[src/rtl/gold_chip_packer.sv]
// Packs the serial Gold chip stream into W-chip words, queues them in a small FIFO and
// presents them on a valid/ready stream with tlast per code period. Optional: GOLD_PACK_STATS_EN.
module gold_chip_packer #(
    parameter int N          = 63,
    parameter int W          = 8,
    parameter int FIFO_DEPTH = 4
) (
    input  logic                     clkin,
    input  logic                     rstn,
    input  logic                     chip_i,
    input  logic                     chip_valid_i,
    input  logic                     strobe_i,
    output logic [W-1:0]             m_tdata,
    output logic [$clog2(W+1)-1:0]   m_tcnt,
    output logic                     m_tlast,
    output logic                     m_tvalid,
    input  logic                     m_tready,
    output logic                     overflow_o,
    input  logic                     ovf_clr_i,
    output logic                     sync_err_o
`ifdef GOLD_PACK_STATS_EN
    ,
    output logic [15:0]              period_cnt_o,
    output logic [15:0]              drop_cnt_o
`endif
);

    localparam int CW = $clog2(W + 1);
    localparam int IW = $clog2(W);
    localparam int PW = $clog2(N + 1);
    localparam int AW = $clog2(FIFO_DEPTH);
    localparam int OW = $clog2(FIFO_DEPTH + 1);

    localparam logic [CW-1:0] W_C     = CW'(W);
    localparam logic [PW-1:0] N_C     = PW'(N);
    localparam logic [OW-1:0] DEPTH_C = OW'(FIFO_DEPTH);

    typedef struct packed {
        logic [W-1:0]  data;
        logic [CW-1:0] cnt;
        logic          last;
    } word_t;

    // ------------------------------------------------------------------
    // Packer and period counter
    // ------------------------------------------------------------------
    logic [W-1:0]  sreg;
    logic [CW-1:0] wcnt;
    logic [PW-1:0] pcnt;

    logic [W-1:0]  sreg_nxt;
    logic [CW-1:0] wcnt_inc;
    logic [PW-1:0] pcnt_inc;
    logic          close;
    logic          sync_err_nxt;
    word_t         word_in;

    always_comb begin
        wcnt_inc = wcnt + 1'b1;
        pcnt_inc = pcnt + 1'b1;
        sreg_nxt = sreg;
        sreg_nxt[wcnt[IW-1:0]] = chip_i;
        close = chip_valid_i && (strobe_i || (wcnt_inc == W_C));
        // A strobe must land exactly on chip N; chip N without a strobe is also an error.
        sync_err_nxt = chip_valid_i && (strobe_i ? (pcnt_inc != N_C) : (pcnt_inc == N_C));
        word_in.data = sreg_nxt;
        word_in.cnt  = wcnt_inc;
        word_in.last = strobe_i;
    end

    always_ff @(posedge clkin or negedge rstn) begin
        if (!rstn) begin
            sreg       <= '0;
            wcnt       <= '0;
            pcnt       <= '0;
            sync_err_o <= 1'b0;
        end else begin
            sync_err_o <= sync_err_nxt;
            if (chip_valid_i) begin
                if (close) begin
                    sreg <= '0;
                    wcnt <= '0;
                end else begin
                    sreg <= sreg_nxt;
                    wcnt <= wcnt_inc;
                end
                if (strobe_i || (pcnt_inc == N_C))
                    pcnt <= '0;
                else
                    pcnt <= pcnt_inc;
            end
        end
    end

    // ------------------------------------------------------------------
    // Output FIFO (first-word fall-through from registered storage)
    // ------------------------------------------------------------------
    word_t         mem [FIFO_DEPTH];
    logic [AW-1:0] wr_ptr;
    logic [AW-1:0] rd_ptr;
    logic [OW-1:0] count;

    logic pop;
    logic push;
    logic full;
    logic drop;

    always_comb begin
        pop  = m_tvalid && m_tready;
        full = (count == DEPTH_C);
        // A full FIFO still takes the word when the head leaves in the same cycle.
        push = close && (!full || pop);
        drop = close && !push;
    end

    always_ff @(posedge clkin or negedge rstn) begin
        if (!rstn) begin
            for (int i = 0; i < FIFO_DEPTH; i++)
                mem[i] <= '0;
            wr_ptr <= '0;
            rd_ptr <= '0;
            count  <= '0;
        end else begin
            if (push) begin
                mem[wr_ptr] <= word_in;
                wr_ptr      <= wr_ptr + 1'b1;
            end
            if (pop)
                rd_ptr <= rd_ptr + 1'b1;
            case ({push, pop})
                2'b10:   count <= count + 1'b1;
                2'b01:   count <= count - 1'b1;
                default: count <= count;
            endcase
        end
    end

    assign m_tvalid = (count != '0);
    assign m_tdata  = mem[rd_ptr].data;
    assign m_tcnt   = mem[rd_ptr].cnt;
    assign m_tlast  = mem[rd_ptr].last;

    // Set beats clear when both land in the same cycle.
    always_ff @(posedge clkin or negedge rstn) begin
        if (!rstn)
            overflow_o <= 1'b0;
        else if (drop)
            overflow_o <= 1'b1;
        else if (ovf_clr_i)
            overflow_o <= 1'b0;
    end

`ifdef GOLD_PACK_STATS_EN
    always_ff @(posedge clkin or negedge rstn) begin
        if (!rstn) begin
            period_cnt_o <= '0;
            drop_cnt_o   <= '0;
        end else begin
            if (push && word_in.last && (period_cnt_o != 16'hFFFF))
                period_cnt_o <= period_cnt_o + 1'b1;
            if (drop && (drop_cnt_o != 16'hFFFF))
                drop_cnt_o <= drop_cnt_o + 1'b1;
        end
    end
`endif

endmodule

[config.mk]
export PLATFORM = sky130hd
export DESIGN_NAME = gold_chip_packer
export DESIGN_NICKNAME = d
export VERILOG_FILES = /design/src/rtl/gold_chip_packer.sv
export SDC_FILE = /design/constraint.sdc
export NUM_CORES = 1
export LEC_CHECK = 0
export ABC_AREA = 1
export CAP_MARGIN = 5
export CORE_AREA = 2 2 120 122
export CTS_CLUSTER_DIAMETER = 120
export CTS_CLUSTER_SIZE = 28
export DETAILED_ROUTE_END_ITERATION = 10
export DIE_AREA = 0 0 122 124
export SLEW_MARGIN = 20
export SYNTH_ARGS = -nofsm -noshare
export SYNTH_HDL_FRONTEND = slang
export SYNTH_SLANG_ARGS = --single-unit
export TNS_END_PERCENT = 20
[constraint.sdc]
create_clock -name clkin -period 4.5 [get_ports clkin]
set_input_delay 0.9 -clock clkin [delete_from_list [all_inputs] [get_ports clkin]]
set_output_delay 0.9 -clock clkin [all_outputs]
set_load 0.05 [all_outputs]
# == Yosys cells after proc, flatten, opt, wreduce, memory -nomap -nowiden ==
# Index checks and enable logic that the tools add are counted.
# totals
elab_cells,70
reg_bits,79
out_inout_bits,16
# op_classes
magnitude_cmp,5
n_eq_ne,6
mux,16
bitwise_logic,2
n_reduce_logical,15
addsub,6
# ops
cell,n
bitwise mux 52 bit,1
two-way mux 13 bit,3
binary-select mux 13 bit (select 2 bit),1
demux 13 bit (select 2 bit),1
bitwise mux 8 bit,1
two-way mux 8 bit,1
logical AND 1 bit,7
adder 6 x 1 -> 6 bit (second input constant),1
== test 6 bit (second input constant),1
>= comparator 3 bit (second input constant),2
two-way mux 6 bit,1
inequality test 6 bit (second input constant),1
inverter 2 -> 3 bit,2
case mux 3 bit (2 select lines),1
adder 2 x 1 -> 2 bit (second input constant),2
adder 4 x 1 -> 4 bit (second input constant),1
== test 4 bit (second input constant),1
< comparator 3 x 4 -> 1 bit (second input constant),1
two-way mux 1 bit,4
two-way mux 4 bit,1
nonzero test 2 bit,2
adder 3 x 1 -> 3 bit (second input constant),1
demux 1 bit (select 3 bit),1
== test 3 bit (second input constant),1
other kinds (8),11

# == Longest topological paths before layout ==
# Gate-level depths: netlist of the first run.
# depth
depth_word,8
ltp_mapped,13
depth_no_buf,12

# == Worst setup path before layout of the first run ==
# OpenSTA, ideal clock, no wires.
# synth_path
kind,reg2out
start,register rd_ptr[0]
end,output port m_tcnt[1]
t_arrival_ps,1790
setup_slack_ps,1810
stages_incl_launch_ff,6
path_buffers,2
required_ps,3600
path_cell_list,dfrtp_1 clkbuf_1 inv_1 clkbuf_1 nor2_1 o22ai_1
# synth_between
elab_chain_len,4
# synth_lines
element,line_no,rtl
start: declaration,100,logic [AW-1:0] rd_ptr;
start signal: assignment,129,rd_ptr <= rd_ptr + 1'b1;
inverter 2 -> 3 bit (not written as such),140,assign m_tcnt = mem[rd_ptr].cnt;
binary-select mux 13 bit (select 2 bit),140,
two-way mux 13 bit (2 in a row),n/a,
end: declaration,14,"output logic [$clog2(W+1)-1:0] m_tcnt,"
# Every way passes these cells. The select of a mux whose other input is x is not followed.

# == Worst setup path in the final report of the first run ==
# layout_path
start,register rd_ptr[0]
end,output port m_tdata[4]
# layout_between
elab_chain_len,4
# layout_lines
element,line_no,rtl
inverter 2 -> 3 bit (not written as such),139,assign m_tdata = mem[rd_ptr].data;
binary-select mux 13 bit (select 2 bit),139,
two-way mux 13 bit (2 in a row),n/a,
end: declaration,13,"output logic [W-1:0] m_tdata,"
# Every way passes these cells. The select of a mux whose other input is x is not followed.

==> metrics, run 1 <==
setup repair bufs after CTS=0; drt pass-1 iters=4; cells on worst reg2reg path=12; Layout area overhead=13.3%; grt met2 use=~22%; largest family of logic cells by synthesized area=simple AND/OR/NAND/NOR gates; Synth cell types=26; Max-slew headroom=46.0%; clock insertion delay at the later pin of the skew report=0.33 ns; max_cap viols=0; syn_nets=500; XOR/XNOR Fraction of Synth Area=between 1.5 and 2%; vias in the first global route=between 3k and 4k; RSZ-0062 raised after global routing=no; worst r2r dst=count[2]$_DFFE_PN0P_; GRT Util Overall=14.1%; port bufs=22; status=completed; drt initial violations=~330; Critical Path Max Stage Delay=~0.84 ns; global-route wire length before repair=~17 mm; clock skew=roughly 0.0056 ns; DR vias=3354; Highest Clock Rate=approximately 0.27 GHz; Starting Density=29.5%; total power=around 3 mW; simple-gate share of the synthesized area=between 30% and 40%; final hold vios=0; GRT Max-Usage Layer=met2; Std-Cell Rows=between 40 and 50; Hold Path Depth=2; Hold Slack=0.466 ns; post-route DRC violation count=0; die area=~15000 um^2; Reg power frac=33.7%; most frequent cells in the layout=nand2_1, dfrtp_1, nand4_1; Slew Viols, Final=0; grt met3 use=under 10%; Post-Syn Instances=approximately 480; CTS buffer count=9; CTS tree=yes; Worst Path Max Fanout=28; RR Startpoint=wcnt[2]$_DFFE_PN0P_; Worst-path clk slew=roughly 0.06 ns; pin count of the biggest net entering global routing=80; Antenna Nets Post-Route=0; R2R Setup Slk=1.84 ns; leading cell type in the layout, fill and taps excluded=nand2_1; post-CTS sizing=0; Placeable Area=between 10000 and 15000 um^2; DR WL/cell=~15 um; GPL Wtd Cong=roughly 0.85; Clk pwr share=a little over a fifth; worst vdd ir=between 0.2 and 0.25 mV; crit path kind=reg2out; Hold EP=mem[27]$_DFFE_PN0P_; Clock Tree Buf Depth=2; hold crit path type=reg2reg; Yosys Warn Count=0; CP top delay family=buffers and inverters; clock period minus worst slack=roughly 3.6 ns; H-Tree Depth=3; Req. time, crit path=about 3.6 ns; post-synthesis mux area share=0%; Root Driver=clkbuf_16; Int Power=between 1.5 and 2 mW; num ports=23; Crit path buffers/inverters=3; Clock Sink Count=79; post-layout util=33.4%; initial antenna violation count=0; Mapped Avg Cell Area=about 8.4 um^2; nets=between 500 and 600; Synth Area in Adders=under 10%; final WL=9.84 mm; Psw=1.36 mW; die width=approximately 120 um; HPWL Detailed=between 6 and 7 mm; layout cell share with drive strength beyond 1=6.68%; Startpoint Class=flip-flop; grt ovf=0; Crit-path slowest cell=clkdlybuf4s50_1; Synth Area in Compound Gates=around 8%; CP endpoint kind=primary output; Critical Path AT=~2.7 ns; Worst Max-Slew Pin Slew=0.806 ns; vias per cell=4.98; hold path start=mem[27]$_DFFE_PN0P_; final setup fails=0; hold_buf cts=0; die height=about 120 um; crit path cell chain=buf_4 > inv_1 > o21ai_0 > o22ai_1 > clkdlybuf4s50_1; Leak=about 2.2 nW; P per Cell Area=about 660 nW/um^2; # diodes=0; Sw Share=~45%; post-synthesis sequential area ratio=48.9%; Comb power frac=roughly 45%; fin crit share=between 80% and 90%; setup TNS=0 ns; synthesis-stage register bit count=a little under 80; Post-Synthesis Cell Area=4040 um^2; GR Util met1=approximately a fifth
-- power by group through the flow --
stage	registers, mW	clock network [mW]	logic, mW
2_1_floorplan	0.989	0	0.997
3_3_place_gp	1.03	0	1.34
3_5_place_dp	1.03	0	1.35
4_1_cts	1.02	0.672	1.36
5_1_grt	1.05	0.704	1.49
6_report	1.02	0.656	1.35
-- kinds of logic after synthesis --
logic type,Yosys count
AOI/OAI and AO/OA,62
xor gates and xnor gates,7
adders and majority gates,10
buffers and inverters,52
DFF,79
and+or+nand+nor,273
-- worst max path at each step --
stage	startpoint	depth (start not counted)	slack, ns	endpoint
floorplan	rd_ptr[0]$_DFFE_PN0P_	5	1.81	m_tcnt[1]
global placement	chip_valid_i	11	1.17	count[2]$_DFFE_PN0P_
detailed placement	chip_valid_i	11	1.19	count[2]$_DFFE_PN0P_
CTS	rd_ptr[0]$_DFFE_PN0P_	5	0.84	m_tdata[4]
global route	rd_ptr[0]$_DFFE_PN0P_	5	0.64	m_tdata[1]
finish	rd_ptr[0]$_DFFE_PN0P_	5	0.86	m_tdata[4]
-- through the flow --
| stage | setup WS, ns | instances | cell area, um^2 |
|---|---|---|---|
| final | 0.859 | 674 | 4580 |
| after global routing | 0.642 | 674 | 4580 |
| after detailed placement | 1.19 | 658 | 4310 |
| after global placement | 1.17 | 658 | 4310 |
| after floorplan | 1.81 | 483 | 4040 |
| after CTS | 0.836 | 674 | 4580 |
-- synthesized netlist by cell type (all sizes together) --
| cell type | count | area share [%] |
|---|---|---|
| nand2 | 165 | 16 |
| dfrtp | 79 | 49 |
| nand4 | 58 | 9.6 |
| o21ai | 45 | 5.6 |
| nor2 | 36 | 3.5 |
| inv | 22 | 2.0 |
| buf | 18 | 3.8 |
| o22ai | 15 | 2.3 |
| nand3 | 14 | 2.3 |
| clkbuf | 12 | 1.1 |
| ha | 9 | 2.8 |
| xor2 | 5 | 1.1 |
| xnor2 | 2 | 0.43 |
| a21boi | 1 | 0.19 |
| a21oi | 1 | 0.12 |
| fa | 1 | 0.50 |
-- area by class of cell --
type | count | area [um^2]
flip-flops and latches | 79 | 1980
well taps | 180 | 225
clock inverters | 6 | 37.5
fillers | 1433 | 9140
clock buffers | 10 | 229
inverters | 22 | 82.6
multi-input cells | 352 | 1790
repair buffers | 25 | 244
-- flip-flops by register name, indices dropped and copies added, names as in the netlist --
name and count:
wcnt 4, pcnt 6, count 3, mem 52, wr_ptr 2, sync_err_o 1, overflow_o 1, rd_ptr 2
sreg 8
-- worst reg2reg max path, cell delays in order, from the launching register on --
cell and delay [ns]:
dfrtp_1 0.52, nand3_2 0.16, nand2_1 0.10, nand2_2 0.12, nand3_2 0.12, nand2_4 0.29
nand2_1 0.23, ha_1 0.16, inv_1 0.06, fa_1 0.38, a21oi_1 0.14, o21ai_0 0.11
xor2_1 0.15
-- per-layer routing --
layer	vias up	share of wire, %
met5	-	0
met4	0	1.8
met3	14	5.6
met2	91	47
met1	1608	46
li1	1641	-
No activity file was read; power rests on OpenSTA's default activity.
==> inputs of run 2 (changes only) <==
Clock period 4.5 ns to 3.5 ns, I/O delays scaled along.
==> run 2 against run 1 <==
Effect of this change: total power grew 31%; combinational power rose by 28%; global-route usage grew 0.42 points; clock skew up 0.0014 ns; register-to-register slack got worse by 0.70 ns; final area increased by 0.79%; die area is the same; critical path depth decreased by 1; cell count rose by 0.30%; critical path type unchanged; largest power group unchanged.
==> metrics, run 2 (same netlist as run 1, synthesis figures left out) <==
Worst Slack Setup Final=0.294 ns (-0.565 ns); P per Cell Area=862 nW/um^2 (+30%); max_cap viols=0 (unchanged); DR WL/cell=14.8 um (+1.1%); vias in the first global route=3314 (+0.61%); RSZ-0062 raised after global routing=no; drt pass-1 iters=4 (unchanged); Post-Layout Cell Count=676 (+0.30%); Worst Max-Slew Pin Slew=0.760 ns (-0.0467 ns); vias per cell=4.92 (-1.2%); top flop regs=mem: 52 flops, sreg: 8 flops, pcnt: 6 flops; hold crit path type=in2async; # diodes=0 (unchanged); CTS tree=yes; number of cells after detailed placement=660 (+0.30%); post-place setup slack=0.612 ns (-0.579 ns); clock period minus worst slack=roughly 3.2 ns; clock insertion delay at the later pin of the skew report=0.34 ns (about the same); grt ovf=0 (unchanged); Std-Cell Rows=43 (unchanged); Psw=1.74 mW (+28%); post-CTS sizing=0 (unchanged); layout cell share with drive strength beyond 1=7.06% (+0.38 points); Clock Tree Buf Depth=2 (unchanged); clock skew=0.00700 ns (+0.00136 ns); Leak=2.23 nW (+1.3%); Critical Path AT=2.51 ns (-0.23 ns); pin count of the biggest net entering global routing=80 (unchanged); num ports=23 (unchanged); post-layout util=33.7% (+0.26 points); post-route DRC violation count=0 (unchanged); Hold Slack=0.386 ns (-0.0805 ns); Starting Density=29.5% (unchanged); HPWL Detailed=6.42 mm (+2.3%); Antenna Nets Post-Route=0 (unchanged); drt initial violations=214 (-35%); Clk pwr share=23.3% (+1.6 points); final hold vios=0 (unchanged); Req. time, crit path=2.80 ns (-0.80 ns); Crit-path slowest cell=clkdlybuf4s50_1; final setup fails=0 (unchanged); H-Tree Depth=3 (unchanged); Startpoint Class=flip-flop; leading cell type in the layout, fill and taps excluded=nand2_1; die area=15100 um^2 (unchanged); crit path kind=reg2out; Layout area overhead=14.2%; Comb power frac=43.6% (-1.0 points); Worst Path Max Fanout=15 (-46%); Clock Sink Count=79 (unchanged); final WL=9.97 mm (+1.4%); dpl cell area=4320 um^2 (+0.23%); port bufs=22 (unchanged); Slew Viols, Final=0 (unchanged); Root Driver=clkbuf_16; global-route wire length before repair=16.9 mm (+0.12%); die width=122 um (unchanged); Worst-path clk slew=0.06 ns (about the same); die height=124 um (unchanged); Sw Share=43.8% (-1.2 points); fin crit share=roughly nine tenths; Int Power=2.24 mW (+34%); Highest Clock Rate=between 0.3 and 0.4 GHz; Max-slew headroom=49.2% (+3.1 points); Reg power frac=33.1% (-0.6 points); setup repair bufs after CTS=0 (unchanged); worst vdd ir=0.258 mV (+10%); initial antenna violation count=0 (unchanged); crit path cell chain=inv_1 > o21ai_0 > o22ai_1 > clkdlybuf4s50_1; nets=508 (+0.40%); Critical Path Max Stage Delay=0.83 ns (about the same); hold_buf cts=0 (unchanged); most frequent cells in the layout=nand2_1, dfrtp_1, nand4_1; total power=3.98 mW (+31%); setup TNS=0 ns (unchanged); GRT Util Overall=14.5% (+0.42 points); largest reg by FF count=mem; GPL Wtd Cong=0.794 (-6.3%); status=completed; Design Area, Final=4620 um^2 (+0.79%); Largest register FFs=52 (unchanged); CTS buffer count=9 (unchanged); Placeable Area=13700 um^2 (unchanged); CP endpoint kind=primary output; DR vias=3323 (-0.92%)
-- run 2: cell count changes in the layout (fill, tap and decap cells not counted), moves of 2 or more --
cell / delta
buf_4: +4
clkbuf_1: +2
clkdlybuf4s50_1: -2
clkinv_2: -2
clkinvlp_4: -2
-- run 2: final timing paths --
check / start / endpoint / slack (ns) / cells past startpoint
setup / recovery: rd_ptr[1]$_DFFE_PN0P_ / m_tdata[2] / 0.29 / 4
hold / removal: rstn / overflow_o$_DFFE_PN0P_ / 0.39 / 1
setup reg to reg: count[1]$_DFFE_PN0P_ / count[2]$_DFFE_PN0P_ / 1.14 / 11
hold reg to reg: mem[18]$_DFFE_PN0P_ / mem[18]$_DFFE_PN0P_ / 0.47 / 2
max in group asynchronous: rstn / mem[0]$_DFFE_PN0P_ / 2.58 / 1
min in group clkin: mem[18]$_DFFE_PN0P_ / mem[18]$_DFFE_PN0P_ / 0.47 / 2
-- run 2: cell type report --
cell class	instances	area (um^2)
Sequential cell	79	1980
Clock buffer	13	250
Multi-Input combinational cell	352	1790
Clock inverter	3	42.5
Timing Repair Buffer	27	254
Fill cell	1438	9100
Inverter	22	82.6
Tap cell	180	225
-- run 2: worst max-delay path: cells and delay by family (launching register included) --
family / cells / cell delay [ns]
AOI/OAI and AO/OA: 2 / 0.33
DFF: 1 / 0.59
buffers and inverters: 2 / 1.24
-- run 2: layer usage --
metal | vias up | track usage (%) | routed length [um]
li1 | 1648 | - | -
met1 | 1600 | 18.7 | 4550
met2 | 62 | 23.7 | 4830
met3 | 13 | 3.16 | 406
met4 | 0 | 5.60 | 184
met5 | - | 0 | 0
-- run 2: power by group through the flow --
| stage | clock network (mW) | registers [mW] | logic (mW) |
|---|---|---|---|
| floorplan | 0 | 1.27 | 1.28 |
| global placement | 0 | 1.32 | 1.73 |
| detailed placement | 0 | 1.33 | 1.74 |
| CTS | 0.949 | 1.32 | 1.75 |
| global route | 0.995 | 1.35 | 1.90 |
| finish | 0.929 | 1.32 | 1.73 |
